[src/rtl/hiv_assay_pkg.sv]
// rtl/hiv_assay_pkg.sv - shared types for the HIV-1 p24 assay valve sequencer
//   Exports: state_e (state codes double as the external step index),
//            V_* valve bit positions, valve_mask() state -> valve decode.
package hiv_assay_pkg;

  // Encoding is also the value driven on the step output; 0 = IDLE.
  typedef enum logic [3:0] {
    S_IDLE     = 4'd0,
    S_LOAD1    = 4'd1,
    S_LOAD2    = 4'd2,
    S_LOAD3    = 4'd3,
    S_LOAD4    = 4'd4,
    S_FLUSH    = 4'd5,
    S_INCUBATE = 4'd6,
    S_DRAIN    = 4'd7,
    S_MARK     = 4'd8,
    S_CTRL     = 4'd9,
    S_GAP      = 4'd10,
    S_FINISH   = 4'd11
  } state_e;

  localparam int V_SRC1  = 0;
  localparam int V_SRC2  = 1;
  localparam int V_SRC3  = 2;
  localparam int V_SRC4  = 3;
  localparam int V_FLUSH = 4;
  localparam int V_DRAIN = 5;
  localparam int V_MARK  = 6;
  localparam int V_CTRL  = 7;

  // At most one bit set for any state, which is what keeps each junction single-inlet.
  function automatic logic [7:0] valve_mask(input state_e s);
    logic [7:0] m;
    m = '0;
    case (s)
      S_LOAD1: m[V_SRC1]  = 1'b1;
      S_LOAD2: m[V_SRC2]  = 1'b1;
      S_LOAD3: m[V_SRC3]  = 1'b1;
      S_LOAD4: m[V_SRC4]  = 1'b1;
      S_FLUSH: m[V_FLUSH] = 1'b1;
      S_DRAIN: m[V_DRAIN] = 1'b1;
      S_MARK:  m[V_MARK]  = 1'b1;
      S_CTRL:  m[V_CTRL]  = 1'b1;
      default: m = '0;
    endcase
    return m;
  endfunction

endpackage

[src/rtl/assay_step_timer.sv]
// rtl/assay_step_timer.sv - loadable down-counter timing each sequencer step
//   clk_i, rst_i    : clock, asynchronous active-high reset
//   load_i          : load load_val_i (duration-1) on this edge
//   load_val_i [W]  : value to load
//   value_o    [W]  : current count
//   expire_o        : count has reached zero (last cycle of the step)
module assay_step_timer #(
  parameter int W = 8
) (
  input  logic         clk_i,
  input  logic         rst_i,
  input  logic         load_i,
  input  logic [W-1:0] load_val_i,
  output logic [W-1:0] value_o,
  output logic         expire_o
);

  logic [W-1:0] cnt_q, cnt_d;

  // Saturates at zero so an idle timer stays expired.
  always_comb begin
    cnt_d = cnt_q;
    if (load_i) begin
      cnt_d = load_val_i;
    end else if (cnt_q != '0) begin
      cnt_d = cnt_q - W'(1);
    end
  end

  always_ff @(posedge clk_i or posedge rst_i) begin
    if (rst_i) begin
      cnt_q <= '0;
    end else begin
      cnt_q <= cnt_d;
    end
  end

  assign value_o  = cnt_q;
  assign expire_o = (cnt_q == '0);

endmodule

[src/rtl/hiv_assay_valve_sequencer.sv]
// rtl/hiv_assay_valve_sequencer.sv - timed valve sequencer for the p24 immunoassay chip
//   Optional feature macro: ASSAY_CONTROL_RUN_EN (adds CTRL step on v8 after MARK).
//   clk, rst (async, active-high)
//   start, abort        : level inputs
//   valve_open [8]      : bit i drives air line c(i+1), 1 = open
//   busy, done, aborted : status; done/aborted are one-cycle pulses
//   step [4]            : current step code (hiv_assay_pkg::state_e), 0 = IDLE
module hiv_assay_valve_sequencer
  import hiv_assay_pkg::*;
#(
  parameter int LOAD_CYCLES  = 64,
  parameter int MIX_CYCLES   = 1024,
  parameter int DRAIN_CYCLES = 128,
  parameter int MARK_CYCLES  = 64,
  parameter int CTRL_CYCLES  = 64,
  parameter int GAP_CYCLES   = 4
) (
  input  logic       clk,
  input  logic       rst,
  input  logic       start,
  input  logic       abort,
  output logic [7:0] valve_open,
  output logic       busy,
  output logic       done,
  output logic       aborted,
  output logic [3:0] step
);

  localparam int M1   = (LOAD_CYCLES  > MIX_CYCLES)  ? LOAD_CYCLES  : MIX_CYCLES;
  localparam int M2   = (DRAIN_CYCLES > MARK_CYCLES) ? DRAIN_CYCLES : MARK_CYCLES;
  localparam int M3   = (CTRL_CYCLES  > GAP_CYCLES)  ? CTRL_CYCLES  : GAP_CYCLES;
  localparam int M12  = (M1 > M2) ? M1 : M2;
  localparam int MAXP = (M12 > M3) ? M12 : M3;
  localparam int TW   = $clog2(MAXP) + 1;

  if (LOAD_CYCLES < 1 || MIX_CYCLES < 1 || DRAIN_CYCLES < 1 ||
      MARK_CYCLES < 1 || CTRL_CYCLES < 1 || GAP_CYCLES < 1) begin : g_bad_duration
    $error("hiv_assay_valve_sequencer: every duration parameter must be >= 1");
  end

  function automatic logic [TW-1:0] dur_m1(input state_e s);
    case (s)
      S_LOAD1, S_LOAD2, S_LOAD3, S_LOAD4, S_FLUSH: return TW'(LOAD_CYCLES - 1);
      S_INCUBATE: return TW'(MIX_CYCLES - 1);
      S_DRAIN:    return TW'(DRAIN_CYCLES - 1);
      S_MARK:     return TW'(MARK_CYCLES - 1);
      S_CTRL:     return TW'(CTRL_CYCLES - 1);
      S_GAP:      return TW'(GAP_CYCLES - 1);
      default:    return '0;
    endcase
  endfunction

  state_e     state_q, state_d;
  state_e     gap_next_q, gap_next_d;  // where the shared GAP state resumes
  logic [7:0] valve_q, valve_d;
  logic       busy_q, busy_d;
  logic       done_q, done_d;
  logic       aborted_q, aborted_d;

  logic          tmr_load;
  logic [TW-1:0] tmr_val;
  logic [TW-1:0] tmr_value;
  logic          tmr_expire;
  logic          unused_tmr_value;

  assay_step_timer #(.W(TW)) u_timer (
    .clk_i      (clk),
    .rst_i      (rst),
    .load_i     (tmr_load),
    .load_val_i (tmr_val),
    .value_o    (tmr_value),
    .expire_o   (tmr_expire)
  );

  assign unused_tmr_value = ^tmr_value;

  always_comb begin
    state_d    = state_q;
    gap_next_d = gap_next_q;
    aborted_d  = 1'b0;

    if (state_q == S_IDLE) begin
      // start beats a simultaneous abort: abort is meaningless in IDLE.
      if (start) state_d = S_LOAD1;
    end else if (state_q == S_FINISH) begin
      // done is already out; a late abort must not also raise aborted.
      state_d = S_IDLE;
    end else if (abort) begin
      state_d   = S_IDLE;
      aborted_d = 1'b1;
    end else if (tmr_expire) begin
      case (state_q)
        S_LOAD1:    begin state_d = S_GAP; gap_next_d = S_LOAD2;    end
        S_LOAD2:    begin state_d = S_GAP; gap_next_d = S_LOAD3;    end
        S_LOAD3:    begin state_d = S_GAP; gap_next_d = S_LOAD4;    end
        S_LOAD4:    begin state_d = S_GAP; gap_next_d = S_FLUSH;    end
        S_FLUSH:    begin state_d = S_GAP; gap_next_d = S_INCUBATE; end
        // Incubation already has every valve shut, so no settle gap is needed before DRAIN.
        S_INCUBATE: state_d = S_DRAIN;
        S_DRAIN:    begin state_d = S_GAP; gap_next_d = S_MARK;     end
`ifdef ASSAY_CONTROL_RUN_EN
        S_MARK:     begin state_d = S_GAP; gap_next_d = S_CTRL;     end
`else
        S_MARK:     begin state_d = S_GAP; gap_next_d = S_FINISH;   end
`endif
        S_CTRL:     begin state_d = S_GAP; gap_next_d = S_FINISH;   end
        S_GAP:      state_d = gap_next_q;
        default:    state_d = S_IDLE;
      endcase
    end

    tmr_load = (state_d != state_q);
    tmr_val  = dur_m1(state_d);

    // Outputs are decoded from the next state so the registers line up with state_q.
    valve_d = valve_mask(state_d);
`ifndef ASSAY_CONTROL_RUN_EN
    valve_d[V_CTRL] = 1'b0;
`endif
    busy_d = (state_d != S_IDLE);
    done_d = (state_d == S_FINISH);
  end

  always_ff @(posedge clk or posedge rst) begin
    if (rst) begin
      state_q    <= S_IDLE;
      gap_next_q <= S_IDLE;
      valve_q    <= '0;
      busy_q     <= 1'b0;
      done_q     <= 1'b0;
      aborted_q  <= 1'b0;
    end else begin
      state_q    <= state_d;
      gap_next_q <= gap_next_d;
      valve_q    <= valve_d;
      busy_q     <= busy_d;
      done_q     <= done_d;
      aborted_q  <= aborted_d;
    end
  end

  assign valve_open = valve_q;
  assign busy       = busy_q;
  assign done       = done_q;
  assign aborted    = aborted_q;
  assign step       = state_q;

endmodule

[config.mk]
export PLATFORM = sky130hd
export DESIGN_NAME = hiv_assay_valve_sequencer
export DESIGN_NICKNAME = d
export VERILOG_FILES = /design/src/rtl/hiv_assay_pkg.sv /design/src/rtl/assay_step_timer.sv /design/src/rtl/hiv_assay_valve_sequencer.sv
export SDC_FILE = /design/constraint.sdc
export NUM_CORES = 1
export LEC_CHECK = 0
export CAP_MARGIN = 20
export CELL_PAD_IN_SITES_DETAIL_PLACEMENT = 0
export CELL_PAD_IN_SITES_GLOBAL_PLACEMENT = 1
export CORE_UTILIZATION = 43
export DETAILED_ROUTE_END_ITERATION = 10
export PLACE_DENSITY = 0.85
export SETUP_SLACK_MARGIN = 0.5
export SYNTH_ARGS = -nofsm -noshare
export SYNTH_HDL_FRONTEND = slang
export SYNTH_SLANG_ARGS = --single-unit
[constraint.sdc]
create_clock -name clk -period 2.75 [get_ports clk]
set_clock_uncertainty 0.1 [all_clocks]
set_input_delay 0.825 -clock clk [delete_from_list [all_inputs] [get_ports clk]]
set_output_delay 0.825 -clock clk [all_outputs]
set_load 0.02 [all_outputs]
==> metrics.txt, run 1 <==
Rel. slew slack between 60% and 70%; # diodes 0; vias in the first global route between 1500 and 2000; FF+latch count, synth 29; worst path required time 2.86 ns; drt wl/cell between 15 and 20 um; final WL roughly 5300 um; Design Power between 2000 and 3000 uW; 1st-pass router iterations 4; status finished clean; fmax roughly 400 MHz; RePlAce Congestion between 0.8 and 0.9; VDD IR max approximately 460 uV; EDFF count, synth 0; core area around 3800 um^2; clock slew seen by the registers of the worst setup and hold paths around 0.060 ns; Worst setup EP type flip-flop; register area share after synthesis 41.8%; dominant cell type by area after synthesis dfrtp_1; CP max-delay cell or4_4; DRC Markers 0; Hold Fails Final Rpt 0; Setup violations, final 0; Syn-to-layout area delta 54.3%; CTS tree built; top-count cell post-synth dfrtp_1; crit path buf inv count 1; Cells after Synth between 150 and 200; Final nets 261; YS warnings 0; leak pwr around 0.0012 uW; Hold Crit Class flip-flop to flip-flop; cell count of the worst hold path 2; Slew Viols, Final 0; cts bufs inserted 5; critical-path cell list inv_2 > ha_4 > nor4b_4 > and3_4 > a311oi_4 > a21boi_4 > nand2b_4 > or4_4 > o21ai_1; Post-Syn Nets between 150 and 200; Post-synth ARST share 100%; worst skew pair latency ~0.29 ns; Register-to-Register Path Depth 9; pre-CTS worst setup slack -0.232 ns; R2R Setup Slk 0.31 ns; Crit path max-delay family simple AND/OR/NAND/NOR gates; hold path start gap_next_q[1]; DRT antenna net count 0; Cell Area, Synth between 1500 and 2000 um^2; initial antenna violation count 0; Final min period around 2.4 ns; critical path launch point type flip-flop; top-area cell type share of the netlist area 41.8%; root buf cell clkbuf_8; Clock Sinks 29; vias per cell roughly 5.6; Clock Path Buffers 2; via count roughly 1700; die area between 4000 and 5000 um^2; first-pass GRT wire length 7780 um; Power Density between 900 and 1000 nW/um^2; Max stage delay on crit path ~0.55 ns; Worst Path Arrival about 2.6 ns; Starting DRT DRC Count 94; Starting Density 46.1%; # H-tree levels 2; Max Cap Violations 0; Final period util around 89%; largest cells by area after synthesis dfrtp_1, o21ai_0, nand2_1; GRT overflow 0; RSZ-0062 raised after global routing true; WS Path Type flip-flop to flip-flop; synthesized area per cell ~9.5 um^2; Port Buffers 17; CP Max Fanout 4; Post-DP HPWL 2990 um; Cell variety after synth 60; Horiz. Die Dim 65.6 um; Rows 22; Tot GR Track Use between 20% and 30%; RR Endpoint u_timer.value_o[8]; largest net degree at the start of global routing 16; share of cells above drive strength 1 45.5%; Hold EP gap_next_q[1]; Slew @ Worst Pin between 0.5 and 0.6 ns; Die Span Y roughly 66 um; PnR worst setup slack 0.314 ns; r2r startpoint u_timer.value_o[0]; IO Count 19; most frequent cells after synthesis dfrtp_1, nand2_1, nor2_1; Primary FF master, synth dfrtp_1
worst register-to-register path: stages, from the launching register on:
cell,delay [ns]
dfrtp_1,0.40
inv_2,0.09
ha_4,0.12
nor4b_4,0.25
and3_4,0.30
a311oi_4,0.11
a21boi_4,0.18
nand2b_4,0.17
or4_4,0.55
o21ai_1,0.09
cells in the final DEF (no fill, tap or decap), types with 5 or more instances in the layout:
master / netlist / layout
nand2b_1: 5 / 5
buf_6: 3 / 8
clkdlybuf4s50_1: 0 / 11
nand2_1: 16 / 13
xor2_1: 5 / 5
nor2_2: 0 / 5
dfrtp_1: 29 / 26
o21ai_0: 15 / 9
clkbuf_8: 0 / 5
o21ai_1: 3 / 9
nor2_1: 16 / 9
inv_1: 10 / 6
buf_4: 3 / 46
state kept, by name, indices dropped and copies added (netlist names):
signal,cells
aborted,1
busy,1
done,1
gap_next_q,4
step,4
u_timer.value_o,11
valve_open,7
how the worst max path moves through the flow:
stage / from / endpoint / cells past startpoint
after floorplan: u_timer.value_o[0] / u_timer.value_o[7] / 10
after global placement: start / u_timer.value_o[2] / 9
after detailed placement: start / u_timer.value_o[2] / 9
after CTS: u_timer.value_o[1] / u_timer.value_o[2] / 10
after global routing: u_timer.value_o[0] / u_timer.value_o[5] / 10
final: u_timer.value_o[0] / u_timer.value_o[8] / 9
power by group:
part           internal (uW)  switching [uW]
sequential               543             130
clock                    263             170
combinational            817             751
metal layers:
metal  track usage (%)  vias to the layer above  wire [um]  part of all wire (%)
li1                  -                      793          -                     -
met1              30.6                      831       2170                    41
met2              40.6                       64       2670                    51
met3              4.51                       15        277                   5.2
met4              11.7                        0        156                   3.0
met5                 0                        -          0                     0
cell type report:
| class | count | area, um^2 |
|---|---|---|
| sequential | 29 | 729 |
| fill | 238 | 1090 |
| timing repair buffer | 75 | 656 |
| inverter | 10 | 40.0 |
| clock inverter | 2 | 35.0 |
| multi-input combinational | 134 | 1090 |
| clock buffer | 5 | 68.8 |
| tap | 48 | 60.1 |
logic make-up (layout without fill, tap and decap cells):
group | Yosys count | count (layout) | synth area share [%]
AND/OR/NAND/NOR | 70 | 70 | 24.3
XOR/XNOR | 8 | 8 | 4.03
AO/OA/AOI/OAI | 51 | 51 | 20.7
multiplexers | 2 | 2 | 1.22
other | 1 | 1 | 0.216
adder cells (fa/ha/maj) | 2 | 2 | 1.44
buffers and inverters | 20 | 92 | 6.41
flip-flops | 29 | 29 | 41.8
timing repair:
| item | 4_1_cts | 5_1_grt |
|---|---|---|
| pin swaps | 11 | 23 |
| gates resized for setup | 30 | 40 |
| endpoints found under the setup margin | 28 | 24 |
| hold buffers | 0 | 0 |
| buffers inserted | 29 | 10 |
through the flow:
stage | cell area [um^2] | setup TNS, ns | utilization [%] | cells | hold WS (ns)
detailed placement | 2080 | -2.90 | 55.3 | 257 | 0.427
global placement | 2080 | -2.05 | 55.3 | 257 | 0.413
global route | 2680 | 0 | 71.1 | 303 | 0.474
finish | 2680 | 0 | 71.1 | 303 | 0.458
CTS | 2450 | 0 | 65.1 | 293 | 0.442
floorplan | 1790 | 0 | - | 183 | 0.389
Note: power is estimated with default switching activity, not from simulation.
==> inputs of run 2 (changes only) <==
--- a/config.mk
+++ b/config.mk
@@ -8,10 +8,13 @@
 export CAP_MARGIN = 20
 export CELL_PAD_IN_SITES_DETAIL_PLACEMENT = 0
 export CELL_PAD_IN_SITES_GLOBAL_PLACEMENT = 1
+export CORE_ASPECT_RATIO = 1.5
 export CORE_UTILIZATION = 43
 export DETAILED_ROUTE_END_ITERATION = 10
 export PLACE_DENSITY = 0.85
 export SETUP_SLACK_MARGIN = 0.5
+export SKIP_CTS_REPAIR_TIMING = 1
+export SLEW_MARGIN = 20
 export SYNTH_ARGS = -nofsm -noshare
 export SYNTH_HDL_FRONTEND = slang
 export SYNTH_SLANG_ARGS = --single-unit
==> metrics.txt, run 2 (synthesis gave the netlist of run 1 again) <==
CTS tree built; status finished clean; Register-to-Register Path Depth 10 (+1); Slew @ Worst Pin 0.600 ns (+0.00989 ns); commonest cells after routing, fill and taps aside buf_4, dfrtp_1, nand2_1; CP dominant cell by count inv_2; Reg power frac 29.0% (+3.8 points); Post-DP HPWL 3130 um (+4.6%); Worst Path Arrival 2.71 ns (+0.16 ns); Clock Path Buffers 2 (unchanged); Final nets 245 (-6.1%); Design Power 2290 uW (-14%); worst skew pair latency 0.28 ns (about the same); Hold EP gap_next_q[2]; max reg flops 11 (unchanged); vias in the first global route 1553 (-9.0%); RePlAce Congestion 0.859 (-2.5%); sw frac 41.3% (+1.9 points); Clock Sinks 29 (unchanged); CP Max Fanout 6 (+2); post-route cell area 2450 um^2 (-8.7%); Hold Fails Final Rpt 0 (unchanged); Slew Viols, Final 0 (unchanged); Worst setup EP type flip-flop; worst path required time 2.87 ns (about the same); clock slew seen by the registers of the worst setup and hold paths 0.07 ns (about the same); via count 1617 (-5.0%); final WL 4790 um (-9.2%); Starting DRT DRC Count 63 (-33%); CP startpoint u_timer.value_o[0]; die area 4310 um^2 (+0.12%); Horiz. Die Dim 53.9 um (-18%); r2r startpoint u_timer.value_o[0]; drt wl/cell 16.9 um (-2.8%); Final min period 2.59 ns (+0.159 ns); Hold Crit Class flip-flop to flip-flop; Logic pwr share 56.0% (-2.6 points); initial antenna violation count 0 (unchanged); Power Density 937 nW/um^2 (-6.0%); CP max-delay cell dfrtp_1; hold path start gap_next_q[2]; largest net degree at the start of global routing 30 (+14); VDD IR max 674 uV (+45%); Max stage delay on crit path 0.40 ns (-0.15 ns); Syn-to-layout area delta 40.8%; leak pwr 0.00118 uW (-2.9%); core area 3780 um^2 (+0.33%); 1st-pass router iterations 4 (unchanged); root buf cell clkbuf_8; Tot GR Track Use 22.5% (-2.0 points); share of cells above drive strength 1 36.7% (-8.8 points); WS Path Type flip-flop to flip-flop; Die Span Y 79.9 um (+22%); Rel. slew slack 59.7% (-0.98 points); Setup violations, final 0 (unchanged); GRT overflow 0 (unchanged); RR Endpoint u_timer.value_o[0]; switching power 946 uW (-10%); area of placed instances 2090 um^2 (+0.42%); cell count of the worst hold path 1 (-1); Clock power frac 15.0% (-1.2 points); DRT antenna net count 0 (unchanged); # diodes 0 (unchanged); Starting Density 45.9% (-0.15 points); Final period util 94.3% (+5.8 points); Max Cap Violations 0 (unchanged); critical-path cell list inv_2 > ha_4 > nor4b_4 > and3_4 > mux2_2 > nand2_4 > inv_2 > a21bo_2 > a211oi_2 > a21o_1; cts bufs inserted 5 (unchanged); first-pass GRT wire length 6870 um (-12%); RSZ-0062 raised after global routing true; commonest non-fill, non-tap cell in the layout buf_4; Int Pwr 1350 uW (-17%); DRC Markers 0 (unchanged); Port Buffers 17 (unchanged); # H-tree levels 2 (unchanged); fmax 385 MHz (-6.1%); vias per cell 5.71 (+1.7%); critical path launch point type flip-flop; R2R Setup Slk 0.16 ns (-0.16 ns); IO Count 19 (unchanged); Rows 27 (+23%)
==> run 2: area by class of cell <==
type | count | area [um^2]
Fill cell | 301 | 1340
Multi-Input combinational cell | 134 | 1030
Inverter | 10 | 37.5
Clock inverter | 3 | 17.5
Sequential cell | 29 | 728
Clock buffer | 5 | 68.8
Tap cell | 43 | 53.8
Timing Repair Buffer | 59 | 513
==> run 2: worst max path at each step <==
stage          slack (ns)  depth (start not counted)                  to
3_3_place_gp        -0.17                          9  u_timer.value_o[5]
2_1_floorplan        0.35                         10  u_timer.value_o[7]
4_1_cts              0.02                         10  u_timer.value_o[5]
3_5_place_dp        -0.24                          9  u_timer.value_o[5]
6_report             0.16                         10  u_timer.value_o[0]
5_1_grt              0.04                         10  u_timer.value_o[2]
==> run 2: power by group through the flow <==
stage / combinational, uW / sequential, uW / clock [uW]
floorplan: 699 / 679 / 0
global placement: 983 / 660 / 0
detailed placement: 1020 / 666 / 0
CTS: 1030 / 660 / 350
global route: 1400 / 675 / 366
finish: 1280 / 666 / 344
==> run 2: metal layers <==
metal  global-route usage [%]  share of wire [%]  vias to the layer above
met4                     12.1                5.0                        0
met2                     39.9                 56                       52
met1                     23.3                 36                      782
li1                         -                  -                      762
met5                        0                  0                        -
met3                     4.95                3.8                       21
==> run 2: stage by stage <==
step           worst slack, ns  TNS [ns]  hold WS [ns]  cells  utilization, %
2_1_floorplan            0.351         0         0.389    183               -
3_3_place_gp            -0.174     -1.90         0.412    254            55.3
3_5_place_dp            -0.243     -2.53         0.442    254            55.3
4_1_cts                 0.0229         0         0.456    262            57.6
5_1_grt                 0.0446         0         0.484    283            64.7
6_report                 0.156         0         0.447    283            64.7
==> run 2: critical path, delay by kind of cell (launching register included) <==
family | cells | cell delay [ns]
compound gates | 3 | 0.58
simple gates | 3 | 0.75
fa+ha+maj | 1 | 0.13
flops | 1 | 0.40
buf+inv | 2 | 0.19
mux | 1 | 0.38
==> inputs of run 3 (changes only) <==
--- a/config.mk
+++ b/config.mk
@@ -9,6 +9,7 @@
 export CELL_PAD_IN_SITES_DETAIL_PLACEMENT = 0
 export CELL_PAD_IN_SITES_GLOBAL_PLACEMENT = 1
 export CORE_ASPECT_RATIO = 1.5
+export CORE_MARGIN = 4
 export CORE_UTILIZATION = 43
 export DETAILED_ROUTE_END_ITERATION = 10
 export PLACE_DENSITY = 0.85
==> metrics.txt, run 3 (synthesis gave the netlist of run 1 again) <==
Syn-to-layout area delta 48.5%; # diodes 0 (unchanged); final WL 4770 um (-0.50%); Setup violations, final 0 (unchanged); post-route cell area 2580 um^2 (+5.4%); Horiz. Die Dim 59.9 um (+11%); DRT antenna net count 0 (unchanged); clock slew seen by the registers of the worst setup and hold paths 0.07 ns (about the same); WS Path Type flip-flop to flip-flop; Register-to-Register Path Depth 10 (unchanged); worst skew pair latency 0.28 ns (about the same); max reg flops 11 (unchanged); # H-tree levels 2 (unchanged); Rel. slew slack 66.4% (+6.8 points); VDD IR max 727 uV (+7.9%); Port Buffers 17 (unchanged); CP startpoint u_timer.value_o[0]; drt wl/cell 16.4 um (-3.2%); RePlAce Congestion 0.906 (+5.5%); root buf cell clkbuf_8; Hold Fails Final Rpt 0 (unchanged); hold path start gap_next_q[2]; DRC Markers 0 (unchanged); area of placed instances 2090 um^2 (unchanged); share of cells above drive strength 1 39.4% (+2.8 points); core area 3920 um^2 (+3.7%); commonest non-fill, non-tap cell in the layout buf_4; Post-DP HPWL 3050 um (-2.4%); cell count of the worst hold path 1 (unchanged); r2r startpoint u_timer.value_o[0]; Final nets 251 (+2.4%); CTS tree built; Final period util 94.3% (about the same); critical path launch point type flip-flop; vias per cell 5.64 (-1.3%); Hold Crit Class flip-flop to flip-flop; die area 5140 um^2 (+19%); Slew Viols, Final 0 (unchanged); Hold EP gap_next_q[2]; IO Count 19 (unchanged); Worst Path Arrival 2.69 ns (-0.02 ns); via count 1641 (+1.5%); initial antenna violation count 0 (unchanged); vias in the first global route 1493 (-3.9%); leak pwr 0.00123 uW (+4.1%); Clock Path Buffers 2 (unchanged); Tot GR Track Use 18.0% (-4.5 points); Die Span Y 85.9 um (+7.5%); Final min period 2.59 ns (-0.000992 ns); Worst setup EP type flip-flop; fill cell total of the finished layout 306 (+1.7%); CP Max Fanout 6 (unchanged); status finished clean; fmax 386 MHz (about the same); Starting Density 44.3% (-1.6 points); Slew @ Worst Pin 0.499 ns (-0.100 ns); RSZ-0062 raised after global routing true; cts bufs inserted 5 (unchanged); setup_tns 0 ns (unchanged); worst path required time 2.85 ns (-0.02 ns); Max Cap Violations 0 (unchanged); RR Endpoint u_timer.value_o[2]; final core occ 65.8% (+1.1 points); Power Density 953 nW/um^2 (+1.7%); R2R Setup Slk 0.16 ns (about the same); commonest cells after routing, fill and taps aside buf_4, dfrtp_1, nand2_1; Rows 28 (+3.7%); GRT overflow 0 (unchanged); WHS 0.471 ns (+0.0243 ns); 1st-pass router iterations 4 (unchanged); first-pass GRT wire length 6930 um (+0.90%); Clock Sinks 29 (unchanged); largest net degree at the start of global routing 30 (unchanged); Starting DRT DRC Count 115 (+83%)
==> run 3: layout make-up <==
type                            instances  area (um^2)  share of cell area [%]
Clock buffer                            7         86.3                    3.35
Multi-Input combinational cell        134         1050                    40.6
Clock inverter                          1         30.0                    1.16
Inverter                               10         37.5                    1.45
Tap cell                               45         56.3                    2.18
Sequential cell                        29          733                    28.4
Timing Repair Buffer                   65          588                    22.8
==> run 3: per-layer routing <==
| metal | GRT usage (%) | share of wire (%) | up-vias |
|---|---|---|---|
| met5 | 0 | 0 | - |
| li1 | - | - | 770 |
| met1 | 19.9 | 37 | 809 |
| met4 | 7.86 | 3.1 | 0 |
| met2 | 32.1 | 56 | 49 |
| met3 | 3.61 | 4.0 | 13 |
==> run 3: worst max path at each step <==
stage                                     to  depth (start not counted)
after global routing      u_timer.value_o[4]                         10
final                     u_timer.value_o[2]                         10
after detailed placement  u_timer.value_o[2]                          9
after CTS                 u_timer.value_o[8]                          9
after global placement    u_timer.value_o[3]                          9
after floorplan           u_timer.value_o[7]                         10
==> run 3: report_power, final <==
| group | switching (uW) | internal [uW] | total [uW] |
|---|---|---|---|
| clock network | 159 | 295 | 454 |
| logic | 647 | 685 | 1330 |
| registers | 129 | 545 | 673 |
| total | 935 | 1520 | 2460 |
==> run 3: stage by stage <==
stage	total power [uW]	cells	setup slack, ns
4_1_cts	2150	262	-0.00609
3_3_place_gp	1640	254	-0.165
2_1_floorplan	1380	183	0.351
3_5_place_dp	1680	254	-0.249
6_report	2460	291	0.157
5_1_grt	2630	291	-0.00369
==> run 3: worst max-delay path, stage by stage (launching register included) <==
cell      delay, ns
dfrtp_1        0.40
inv_2          0.09
ha_4           0.12
nor4b_4        0.35
nand3_4        0.16
a211o_1        0.30
a222oi_1       0.33
buf_4          0.20
nor4_4         0.05
a211o_1        0.32
o21ai_1        0.10
